===== src/rtl/camo_key_sequencer_if.sv =====
// Handshake bundle between the key/vector source and the camouflaged-datapath sequencer.
// The master drives key bits and test vectors, and the slave returns the capture results.
interface camo_key_sequencer_if #(
    parameter int IN_W  = 4,
    parameter int OUT_W = 3
);
    logic             key_valid;
    logic             key_ready;
    logic             key_bit;
    logic             vec_valid;
    logic             vec_ready;
    logic [IN_W-1:0]  vec_in;
    logic [OUT_W-1:0] vec_exp;
    logic             res_valid;
    logic [OUT_W-1:0] res_obs;
    logic             res_mismatch;

    modport master (
        output key_valid, key_bit, vec_valid, vec_in, vec_exp,
        input  key_ready, vec_ready, res_valid, res_obs, res_mismatch
    );

    modport slave (
        input  key_valid, key_bit, vec_valid, vec_in, vec_exp,
        output key_ready, vec_ready, res_valid, res_obs, res_mismatch
    );
endinterface


===== src/rtl/camo_key_sequencer.sv =====
// Serially loads and atomically commits a CAMO function-select key, resets the datapath,
// then applies handshaked test vectors and scores the captured responses.
module camo_key_sequencer #(
    parameter int NUM_CAMO   = 3,
    parameter int SEL_W      = 2,
    parameter int IN_W       = 4,
    parameter int OUT_W      = 3,
    parameter int SETTLE     = 2,
    parameter int DP_RST_CYC = 2
) (
    input  logic                      CLK,
    input  logic                      NRST,
    camo_key_sequencer_if.slave       bus,
    output logic [NUM_CAMO*SEL_W-1:0] camo_sel,
    output logic [IN_W-1:0]           dp_in,
    output logic                      dp_rst_n,
    input  logic [OUT_W-1:0]          dp_out,
    output logic [7:0]                err_cnt,
    output logic                      key_loaded,
    output logic                      busy
);
    localparam int KEY_W = NUM_CAMO * SEL_W;
    localparam int CNT_W = $clog2(KEY_W + 1);
    localparam int SET_W = (SETTLE > 1) ? $clog2(SETTLE + 1) : 1;
    localparam int RST_W = (DP_RST_CYC > 1) ? $clog2(DP_RST_CYC + 1) : 1;

    typedef enum logic [2:0] {
        IDLE,
        LOAD,
        DPRST,
        READY,
        WAIT
    } state_t;

    state_t           state;
    logic [KEY_W-1:0] shadow;
    logic [CNT_W-1:0] bit_cnt;
    logic [SET_W-1:0] settle_cnt;
    logic [RST_W-1:0] rst_cnt;
    logic [OUT_W-1:0] exp_q;
    logic             res_valid;
    logic [OUT_W-1:0] res_obs;
    logic             res_mismatch;

    logic             key_take;
    logic             vec_take;
    logic [KEY_W-1:0] key_next;
    logic [CNT_W-1:0] cnt_next;

    assign bus.key_ready    = (state == IDLE) || (state == LOAD) || (state == READY);
    assign bus.vec_ready    = (state == READY) && !bus.key_valid;
    assign bus.res_valid    = res_valid;
    assign bus.res_obs      = res_obs;
    assign bus.res_mismatch = res_mismatch;
    assign busy             = !((state == IDLE) || (state == READY));

    assign key_take = bus.key_valid && bus.key_ready;
    assign vec_take = bus.vec_valid && bus.vec_ready;
    // Key arrives LSB first, so new bits enter at the top and drift down.
    assign key_next = {bus.key_bit, shadow[KEY_W-1:1]};
    assign cnt_next = (state == LOAD) ? bit_cnt + CNT_W'(1) : CNT_W'(1);

    always_ff @(posedge CLK) begin
        if (!NRST) begin
            state        <= IDLE;
            shadow       <= '0;
            bit_cnt      <= '0;
            settle_cnt   <= '0;
            rst_cnt      <= '0;
            exp_q        <= '0;
            camo_sel     <= '0;
            dp_in        <= '0;
            dp_rst_n     <= 1'b1;
            res_valid    <= 1'b0;
            res_obs      <= '0;
            res_mismatch <= 1'b0;
            err_cnt      <= '0;
            key_loaded   <= 1'b0;
        end else begin
            res_valid <= 1'b0;
            case (state)
                IDLE, LOAD, READY: begin
                    if (key_take) begin
                        shadow     <= key_next;
                        bit_cnt    <= cnt_next;
                        key_loaded <= 1'b0;
                        if (cnt_next == CNT_W'(KEY_W)) begin
                            camo_sel   <= key_next;
                            key_loaded <= 1'b1;
                            err_cnt    <= '0;
                            dp_rst_n   <= 1'b0;
                            rst_cnt    <= RST_W'(DP_RST_CYC - 1);
                            bit_cnt    <= '0;
                            state      <= DPRST;
                        end else begin
                            state <= LOAD;
                        end
                    end else if (vec_take) begin
                        dp_in      <= bus.vec_in;
                        exp_q      <= bus.vec_exp;
                        settle_cnt <= SET_W'(SETTLE - 1);
                        state      <= WAIT;
                    end
                end
                DPRST: begin
                    if (rst_cnt == '0) begin
                        dp_rst_n <= 1'b1;
                        state    <= READY;
                    end else begin
                        rst_cnt <= rst_cnt - RST_W'(1);
                    end
                end
                WAIT: begin
                    if (settle_cnt == '0) begin
                        res_obs      <= dp_out;
                        res_mismatch <= (dp_out != exp_q);
                        res_valid    <= 1'b1;
                        if ((dp_out != exp_q) && (err_cnt != 8'hFF)) begin
                            err_cnt <= err_cnt + 8'd1;
                        end
                        state <= READY;
                    end else begin
                        settle_cnt <= settle_cnt - SET_W'(1);
                    end
                end
                default: state <= IDLE;
            endcase
        end
    end
endmodule


===== src/flat_wrapper.sv =====
// flat-port wrapper written by rule: the top's interface ports become plain ports
module camo_key_sequencer_flat 
#(
    parameter int NUM_CAMO   = 3,
    parameter int SEL_W      = 2,
    parameter int IN_W       = 4,
    parameter int OUT_W      = 3,
    parameter int SETTLE     = 2,
    parameter int DP_RST_CYC = 2
)
  (CLK, NRST, camo_sel, dp_in, dp_rst_n, dp_out, err_cnt, key_loaded, busy, bus_key_valid, bus_key_bit, bus_vec_valid, bus_vec_in, bus_vec_exp, bus_key_ready, bus_vec_ready, bus_res_valid, bus_res_obs, bus_res_mismatch);
  camo_key_sequencer_if #(.IN_W(IN_W), .OUT_W(OUT_W)) bus_i ();
  input  logic CLK;
  input  logic NRST;
  output logic [NUM_CAMO*SEL_W-1:0] camo_sel;
  output logic [IN_W-1:0] dp_in;
  output logic dp_rst_n;
  input  logic [OUT_W-1:0] dp_out;
  output logic [7:0] err_cnt;
  output logic key_loaded;
  output logic busy;
  input wire logic [$bits(bus_i.key_valid)-1:0] bus_key_valid;
  input wire logic [$bits(bus_i.key_bit)-1:0] bus_key_bit;
  input wire logic [$bits(bus_i.vec_valid)-1:0] bus_vec_valid;
  input wire logic [$bits(bus_i.vec_in)-1:0] bus_vec_in;
  input wire logic [$bits(bus_i.vec_exp)-1:0] bus_vec_exp;
  output wire logic [$bits(bus_i.key_ready)-1:0] bus_key_ready;
  output wire logic [$bits(bus_i.vec_ready)-1:0] bus_vec_ready;
  output wire logic [$bits(bus_i.res_valid)-1:0] bus_res_valid;
  output wire logic [$bits(bus_i.res_obs)-1:0] bus_res_obs;
  output wire logic [$bits(bus_i.res_mismatch)-1:0] bus_res_mismatch;
  assign bus_i.key_valid = bus_key_valid;
  assign bus_i.key_bit = bus_key_bit;
  assign bus_i.vec_valid = bus_vec_valid;
  assign bus_i.vec_in = bus_vec_in;
  assign bus_i.vec_exp = bus_vec_exp;
  assign bus_key_ready = bus_i.key_ready;
  assign bus_vec_ready = bus_i.vec_ready;
  assign bus_res_valid = bus_i.res_valid;
  assign bus_res_obs = bus_i.res_obs;
  assign bus_res_mismatch = bus_i.res_mismatch;
  camo_key_sequencer #(.NUM_CAMO(NUM_CAMO), .SEL_W(SEL_W), .IN_W(IN_W), .OUT_W(OUT_W), .SETTLE(SETTLE), .DP_RST_CYC(DP_RST_CYC)) u_core (.CLK(CLK), .NRST(NRST), .bus(bus_i), .camo_sel(camo_sel), .dp_in(dp_in), .dp_rst_n(dp_rst_n), .dp_out(dp_out), .err_cnt(err_cnt), .key_loaded(key_loaded), .busy(busy));
endmodule

===== config.mk =====
export PLATFORM = sky130hd
export DESIGN_NAME = camo_key_sequencer_flat
export DESIGN_NICKNAME = d
export VERILOG_FILES = /design/src/rtl/camo_key_sequencer_if.sv /design/src/rtl/camo_key_sequencer.sv /design/src/flat_wrapper.sv
export SDC_FILE = /design/constraint.sdc
export NUM_CORES = 1
export LEC_CHECK = 0
export BUFFER_PORTS_ARGS = -buffer_cell sky130_fd_sc_hd__buf_2
export CAP_MARGIN = 20
export CORE_UTILIZATION = 25
export DETAILED_ROUTE_END_ITERATION = 10
export PLACE_DENSITY = 0.5
export SYNTH_ARGS = -nofsm -noshare
export SYNTH_HDL_FRONTEND = slang
export SYNTH_SLANG_ARGS = --single-unit

===== constraint.sdc =====
create_clock -name CLK -period 1.7 [get_ports CLK]
set_input_delay 0.34 -clock CLK [delete_from_list [all_inputs] [get_ports CLK]]
set_output_delay 0.34 -clock CLK [all_outputs]
set_load 0.01 [all_outputs]

-- After elaboration in Yosys (flattened, before gate mapping)
Index checks and enable logic that the tools add are counted.
- register bits: 44
- bits of input ports: 15
- bits in latches: 0
- output and inout port bits: 28
- memories: 0
- bits in read-only memories: 0
- logic and storage cells: 88
- RAM bits: 0
- shifts and indexed selects: 0
- reductions and logical operators: 25
- div/mod/pow operators: 0
- mux-type cells: 27
- $add $sub $neg: 4
- order comparisons: 0
- $mul: 0
- bitwise gates (word level): 1
- equality and inequality tests: 17
- operators by type and width (operator ; count):
    8-bit two-way mux ; 4
    3-bit two-way mux ; 6
    8-bit one-hot mux with 2 select lines ; 1
    2-bit two-way mux ; 7
    2-bit by 1-bit != test with 1-bit output (second input constant) ; 6
    4-bit AND reduction ; 3
    3-bit one-hot mux with 3 select lines ; 1
    3-bit AND reduction ; 3
    8-bit by 1-bit adder with 8-bit output (second input constant) ; 1
    8-bit != test (second input constant) ; 1
    2-bit one-hot mux with 2 select lines ; 2
    3-bit by 2-bit equality test with 1-bit output (second input constant) ; 2
    3-bit equality test (second input constant) ; 2
    2-bit != test (second input constant) ; 3
    2-bit AND reduction ; 3
    1-bit two-way mux ; 5
    5-bit AND reduction ; 1
    1-bit logical AND ; 4
    2-bit zero test ; 2
    2-bit nonzero test ; 2
    2-bit by 1-bit subtractor with 2-bit output (second input constant) ; 2
    3-bit by 1-bit adder with 3-bit output (second input constant) ; 1
    3-bit by 1-bit equality test with 1-bit output (second input constant) ; 1
    3-bit zero test ; 1
    7 further kinds ; 10

-- Longest topological paths before layout
- depth after elaboration: 6
- gate-level depth with buffers: 7
- mapped depth without buffers: 6

-- Worst setup path after synthesis
OpenSTA, ideal clock, no wires.
- kind: reg2reg
- start: register u_core.bit_cnt[0]
- end: register u_core.err_cnt[5]
- setup slack: 0.048 ns
- arrival time: 1.520 ns
- cell stages (with the launch flop): 6
- data required time: 1.568 ns
- setup time: 0.132 ns
- path buffers: 0
- path through: dfxtp_1 -> ha_1 -> and4bb_2 -> nand4_2 -> a2111oi_0 -> o21ai_0
- word-level cells in the longest chain between the ends: 5
- RTL lines (item ; RTL line ; source):
    start: declaration ; camo_key_sequencer.sv:37 ; logic [CNT_W-1:0] bit_cnt;
    start signal: assignment ; camo_key_sequencer.sv:85 ; bit_cnt <= cnt_next;
    3-bit by 1-bit adder with 3-bit output ; camo_key_sequencer.sv:61 ; assign cnt_next = (state == LOAD) ? bit_cnt + CNT_W'(1) : CNT_W'(1);
    3-bit two-way mux ; camo_key_sequencer.sv:61 ;
    3-bit equality test ; camo_key_sequencer.sv:87 ; if (cnt_next == CNT_W'(KEY_W)) begin
    2-bit by 1-bit != test with 1-bit output (no line) ; -- ;
    5-bit AND reduction (no line) ; -- ;
    end signal: assignment ; camo_key_sequencer.sv:119 ; err_cnt <= err_cnt + 8'd1;
    end: declaration ; camo_key_sequencer.sv:18 ; output logic [7:0] err_cnt,
No other way between the ends.
A chain may end at the register's enable or synchronous reset.

-- Worst setup path after layout
- start: register u_core.state[0]
- end: output busy
- word-level cells in the longest chain between the ends: 3
- elaborated cells between the ends (all ways): 4
- those cells by class: eq/ne (1); reduce/logical (3)
- RTL lines (item ; RTL line ; source):
    start: declaration ; camo_key_sequencer.sv:35 ; state_t state;
    start signal: assignment ; camo_key_sequencer.sv:65 ; state <= IDLE;
    start signal: assignment ; camo_key_sequencer.sv:94 ; state <= DPRST;
    start signal: assignment ; camo_key_sequencer.sv:96 ; state <= LOAD;
    3-bit by 2-bit equality test with 1-bit output or 3-bit zero test (tied branches) ; camo_key_sequencer.sv:55 ; assign busy = !((state == IDLE) || (state == READY));
    1-bit logical OR * ; camo_key_sequencer.sv:55 ;
    1-bit zero test * ; camo_key_sequencer.sv:55 ;
    end: declaration ; flat_wrapper.sv:21 ; output logic busy;
Every way passes the cells marked *; elsewhere a longest branch is shown, timed or not.

==> run_summary.xml <==
<?xml version="1.0" encoding="UTF-8"?>
<metrics>
  <group name="finish">
    <metric name="nFillCells" unit="">848</metric>
    <metric name="final_nets" unit="">332</metric>
    <metric name="final_cell_mix" unit="">sky130_fd_sc_hd__buf_2 (42), sky130_fd_sc_hd__nand2_1 (39), sky130_fd_sc_hd__dfxtp_1 (37)</metric>
    <metric name="final_common_cell" unit="">sky130_fd_sc_hd__buf_2</metric>
    <metric name="post_route_cells_drive_above_1_share" unit="%">36.31</metric>
    <metric name="flow.area_growth_from_synthesis" unit="%">37.83</metric>
    <metric name="num_antenna_cells" unit="">0</metric>
  </group>
  <group name="global_route">
    <metric name="track_usage" unit="%">13.61</metric>
    <metric name="first_global_vias" unit="">1929</metric>
    <metric name="wire_length_of_the_first_global_routing_pass" unit="microns">9342</metric>
    <metric name="antenna_found_initial" unit="">0</metric>
    <metric name="grt_overflow_total" unit="">0</metric>
    <metric name="grt_max_degree" unit="">26</metric>
  </group>
  <group name="worst_setup_path">
    <metric name="timing.critical_path.from_type" unit="">flop</metric>
    <metric name="timing.critical_path.required" unit="ps">1360</metric>
    <metric name="path_max_fanout" unit="">3</metric>
    <metric name="crit_end_element" unit="">output pin</metric>
    <metric name="crit_type" unit="">reg -&gt; out</metric>
    <metric name="reg2reg_depth" unit="">6</metric>
    <metric name="arrival" unit="ps">1370</metric>
  </group>
  <group name="cts">
    <metric name="numCtsBuffers" unit="">5</metric>
    <metric name="htree_levels" unit="">2</metric>
    <metric name="tritoncts" unit="">yes</metric>
    <metric name="num_clock_sinks" unit="">43</metric>
    <metric name="cts_root_buffer" unit="">sky130_fd_sc_hd__clkbuf_8</metric>
    <metric name="clockBufferDepth" unit="">2</metric>
    <metric name="clock_transition_time_at_the_flip_flop_clock_pins_of_the_worst_setup_and_hold_paths" unit="ps">100</metric>
    <metric name="worstSkewPairLatency" unit="ps">310</metric>
    <metric name="cts.hold.buffers_added" unit="">0</metric>
  </group>
  <group name="yosys">
    <metric name="synth_nets" unit="">263</metric>
    <metric name="synth_largest_type_area_fraction" unit="%">41.98</metric>
    <metric name="synthDominantAreaCellType" unit="">sky130_fd_sc_hd__dfxtp_1</metric>
    <metric name="ys_seq_area_share" unit="%">41.98</metric>
    <metric name="ys_async_sr_fraction" unit="%">0</metric>
    <metric name="synth.cell_area" unit="sq um">2051</metric>
    <metric name="ys_seq_elements" unit="">43</metric>
    <metric name="postSynth.topFlopCell" unit="">sky130_fd_sc_hd__dfxtp_1</metric>
    <metric name="synth_cell_type_count" unit="">47</metric>
    <metric name="post_synth_inst_count" unit="">244</metric>
    <metric name="syn_avg_cell_area" unit="sq um">8.405</metric>
    <metric name="post_synth_main_area_contributors" unit="">sky130_fd_sc_hd__dfxtp_1 (42%), sky130_fd_sc_hd__nand2_1 (7.1%), sky130_fd_sc_hd__a21oi_1 (5.4%)</metric>
    <metric name="synth-edff-count" unit="">0</metric>
    <metric name="synth-warning-count" unit="">0</metric>
  </group>
  <group name="timing">
    <metric name="unrepaired_setup_endpoints_after_global_routing" unit="">true</metric>
    <metric name="timing.fmax" unit="GHz">0.5856</metric>
    <metric name="hold_violations" unit="">0</metric>
    <metric name="timing.max_slew.rel_slack" unit="%">65.49</metric>
    <metric name="final_critical_path_setup_slack" unit="ps">-7.597</metric>
    <metric name="finalCriticalPeriod" unit="ps">1708</metric>
    <metric name="final_max_slew_viol_count" unit="">0</metric>
    <metric name="fin_worst_hold_slack" unit="ps">261.6</metric>
    <metric name="fin_worst_skew" unit="ps">10.16</metric>
    <metric name="timing.final.crit_share" unit="%">100.4</metric>
    <metric name="worstMarginPinSlew" unit="ps">513.0</metric>
    <metric name="final-setup-viol-count" unit="">1</metric>
  </group>
  <group name="drt">
    <metric name="detail-route-antenna-nets" unit="">0</metric>
    <metric name="detailedRoute.firstPassIterationCount" unit="">4</metric>
    <metric name="routed_wl" unit="microns">5741</metric>
    <metric name="dr.first_iter.drc_count" unit="">106</metric>
    <metric name="num_vias" unit="">2048</metric>
    <metric name="remaining_design_rule_violation_count" unit="">0</metric>
    <metric name="vias_per_cell" unit="">4.923</metric>
    <metric name="wl_per_cell" unit="microns">13.80</metric>
  </group>
  <group name="floorplan">
    <metric name="row_count" unit="">32</metric>
    <metric name="die_w" unit="microns">92.57</metric>
    <metric name="effective_utilization_at_floorplan" unit="%">26.13</metric>
    <metric name="die_height" unit="microns">92.57</metric>
    <metric name="top_level_ports" unit="">43</metric>
    <metric name="floorplan.die_area" unit="sq um">8569</metric>
    <metric name="core_area" unit="sq um">7848</metric>
  </group>
  <group name="placed_design">
    <metric name="placer_congestion" unit="">0.7488</metric>
    <metric name="preCtsSetupSlack" unit="ps">-18.13</metric>
    <metric name="port_buffers" unit="">42</metric>
    <metric name="place.detailed.hpwl" unit="microns">3979</metric>
  </group>
  <group name="power_and_ir_drop">
    <metric name="cellLeakagePower" unit="nW">1.178</metric>
    <metric name="power_density" unit="nW/um^2">664.5</metric>
    <metric name="max_ir_drop_vdd" unit="uV">392.1</metric>
  </group>
  <group name="run">
    <metric name="cap_viol_max_count" unit="">0</metric>
  </group>
  <group name="hold_path">
    <metric name="worst_hold_path.num_cells" unit="">3</metric>
    <metric name="hold_class" unit="">in -&gt; reg</metric>
  </group>
  <group name="status">
    <metric name="status" unit="">complete, but fails checks</metric>
    <metric name="failing_checks" unit="">negative setup slack</metric>
  </group>
</metrics>
==> power by group <==
group	internal (W)	switching, W
clock network	0.000303	0.000415
logic	0.0000646	0.0000770
registers	0.00101	0.00000633
total	0.00138	0.000498
==> synthesized netlist by cell type, types with 5 or more instances <==
library cell / instances
sky130_fd_sc_hd__a21oi_1: 22
sky130_fd_sc_hd__clkbuf_1: 10
sky130_fd_sc_hd__nor2_1: 14
sky130_fd_sc_hd__nand2_1: 39
sky130_fd_sc_hd__dfxtp_1: 43
sky130_fd_sc_hd__or4_1: 5
sky130_fd_sc_hd__inv_1: 7
sky130_fd_sc_hd__o21ai_0: 5
sky130_fd_sc_hd__nor3_1: 5
sky130_fd_sc_hd__a2111oi_0: 5
sky130_fd_sc_hd__nand4_1: 5
sky130_fd_sc_hd__mux2i_1: 7
sky130_fd_sc_hd__nand3_1: 11
sky130_fd_sc_hd__o211ai_1: 6
sky130_fd_sc_hd__nand2b_1: 7
==> through the flow <==
step | cell area (sq um) | total power [W] | TNS [ps] | std cells | util (%)
floorplan | 2051 | 0.001104 | 0 | 244 | -
global placement | 2527 | 0.001162 | 0 | 399 | 32.21
detailed placement | 2527 | 0.001163 | -18.13 | 399 | 32.21
CTS | 2690 | 0.001889 | -63.44 | 410 | 34.28
global route | 2826 | 0.001959 | -100.9 | 416 | 36.02
finish | 2826 | 0.001878 | -7.597 | 416 | 36.02
==> registers in the layout (all words and copies together) (netlist names) <==
signal / flops
u_core.shadow: 5
u_core.camo_sel: 6
u_core.rst_cnt: 2
u_core.bit_cnt: 3
u_core.state: 3
u_core.bus.res_valid: 1
u_core.exp_q: 3
u_core.bus.res_obs: 3
u_core.key_loaded: 1
u_core.err_cnt: 8
u_core.dp_in: 4
u_core.dp_rst_n: 1
u_core.bus.res_mismatch: 1
u_core.settle_cnt: 2
==> final cells by class <==
| type | count | area, sq um | share of cell area [%] |
|---|---|---|---|
| multi-input combinational | 178 | 1207 | 42.72 |
| sequential | 43 | 873.3 | 30.90 |
| timing repair buffer | 77 | 493.0 | 17.44 |
| tap | 102 | 127.6 | 4.515 |
| clock buffer | 5 | 68.82 | 2.435 |
| inverter | 8 | 30.03 | 1.062 |
| clock inverter | 3 | 26.28 | 0.9296 |
==> per-layer routing <==
metal  share of wire [%]  vias up  global-route usage (%)
met2                  45       63                   20.43
met4                 1.4        0                   3.646
met5                   0        -                       0
met1                  48      959                   19.39
met3                 5.7        7                   3.120
li1                    -     1019                       -
==> timing repair <==
| item | 4_1_cts | 5_1_grt |
|---|---|---|
| gates resized for setup | 13 | 24 |
| pin swaps | 0 | 12 |
| endpoints found under the setup margin | 4 | 15 |
| buffers inserted | 3 | 6 |
==> cell families (layout without fill, tap and decap cells) <==
group           Yosys count  after routing  share of synthesized area (%)
simple gates            109            109                          28.49
compound gates           54             54                          17.15
flops                    43             43                          41.98
buf+inv                  23             93                          4.820
mux                       7              7                          3.417
fa+ha+maj                 4              4                          2.441
xor+xnor                  4              4                          1.708
==> worst paths after layout <==
path	from	slack, ps	to
setup / recovery	u_core.state[0]$_SDFFE_PN0P_	-8	busy
hold / removal	bus_vec_in[3]	260	u_core.dp_in[3]$_SDFFE_PN0P_
setup reg to reg	u_core.rst_cnt[1]$_SDFFE_PN0P_	50	u_core.rst_cnt[0]$_SDFFE_PN0P_
hold reg to reg	u_core.bus.res_obs[1]$_SDFFE_PN0N_	450	u_core.bus.res_obs[1]$_SDFFE_PN0N_
==> worst max-delay path, cell delays in order, from the launching register on <==
cell,delay [ps]
sky130_fd_sc_hd__dfxtp_4,360
sky130_fd_sc_hd__buf_6,110
sky130_fd_sc_hd__nor2b_4,120
sky130_fd_sc_hd__or3_1,320
sky130_fd_sc_hd__buf_2,140
Power figures use the tool's default switching activity.
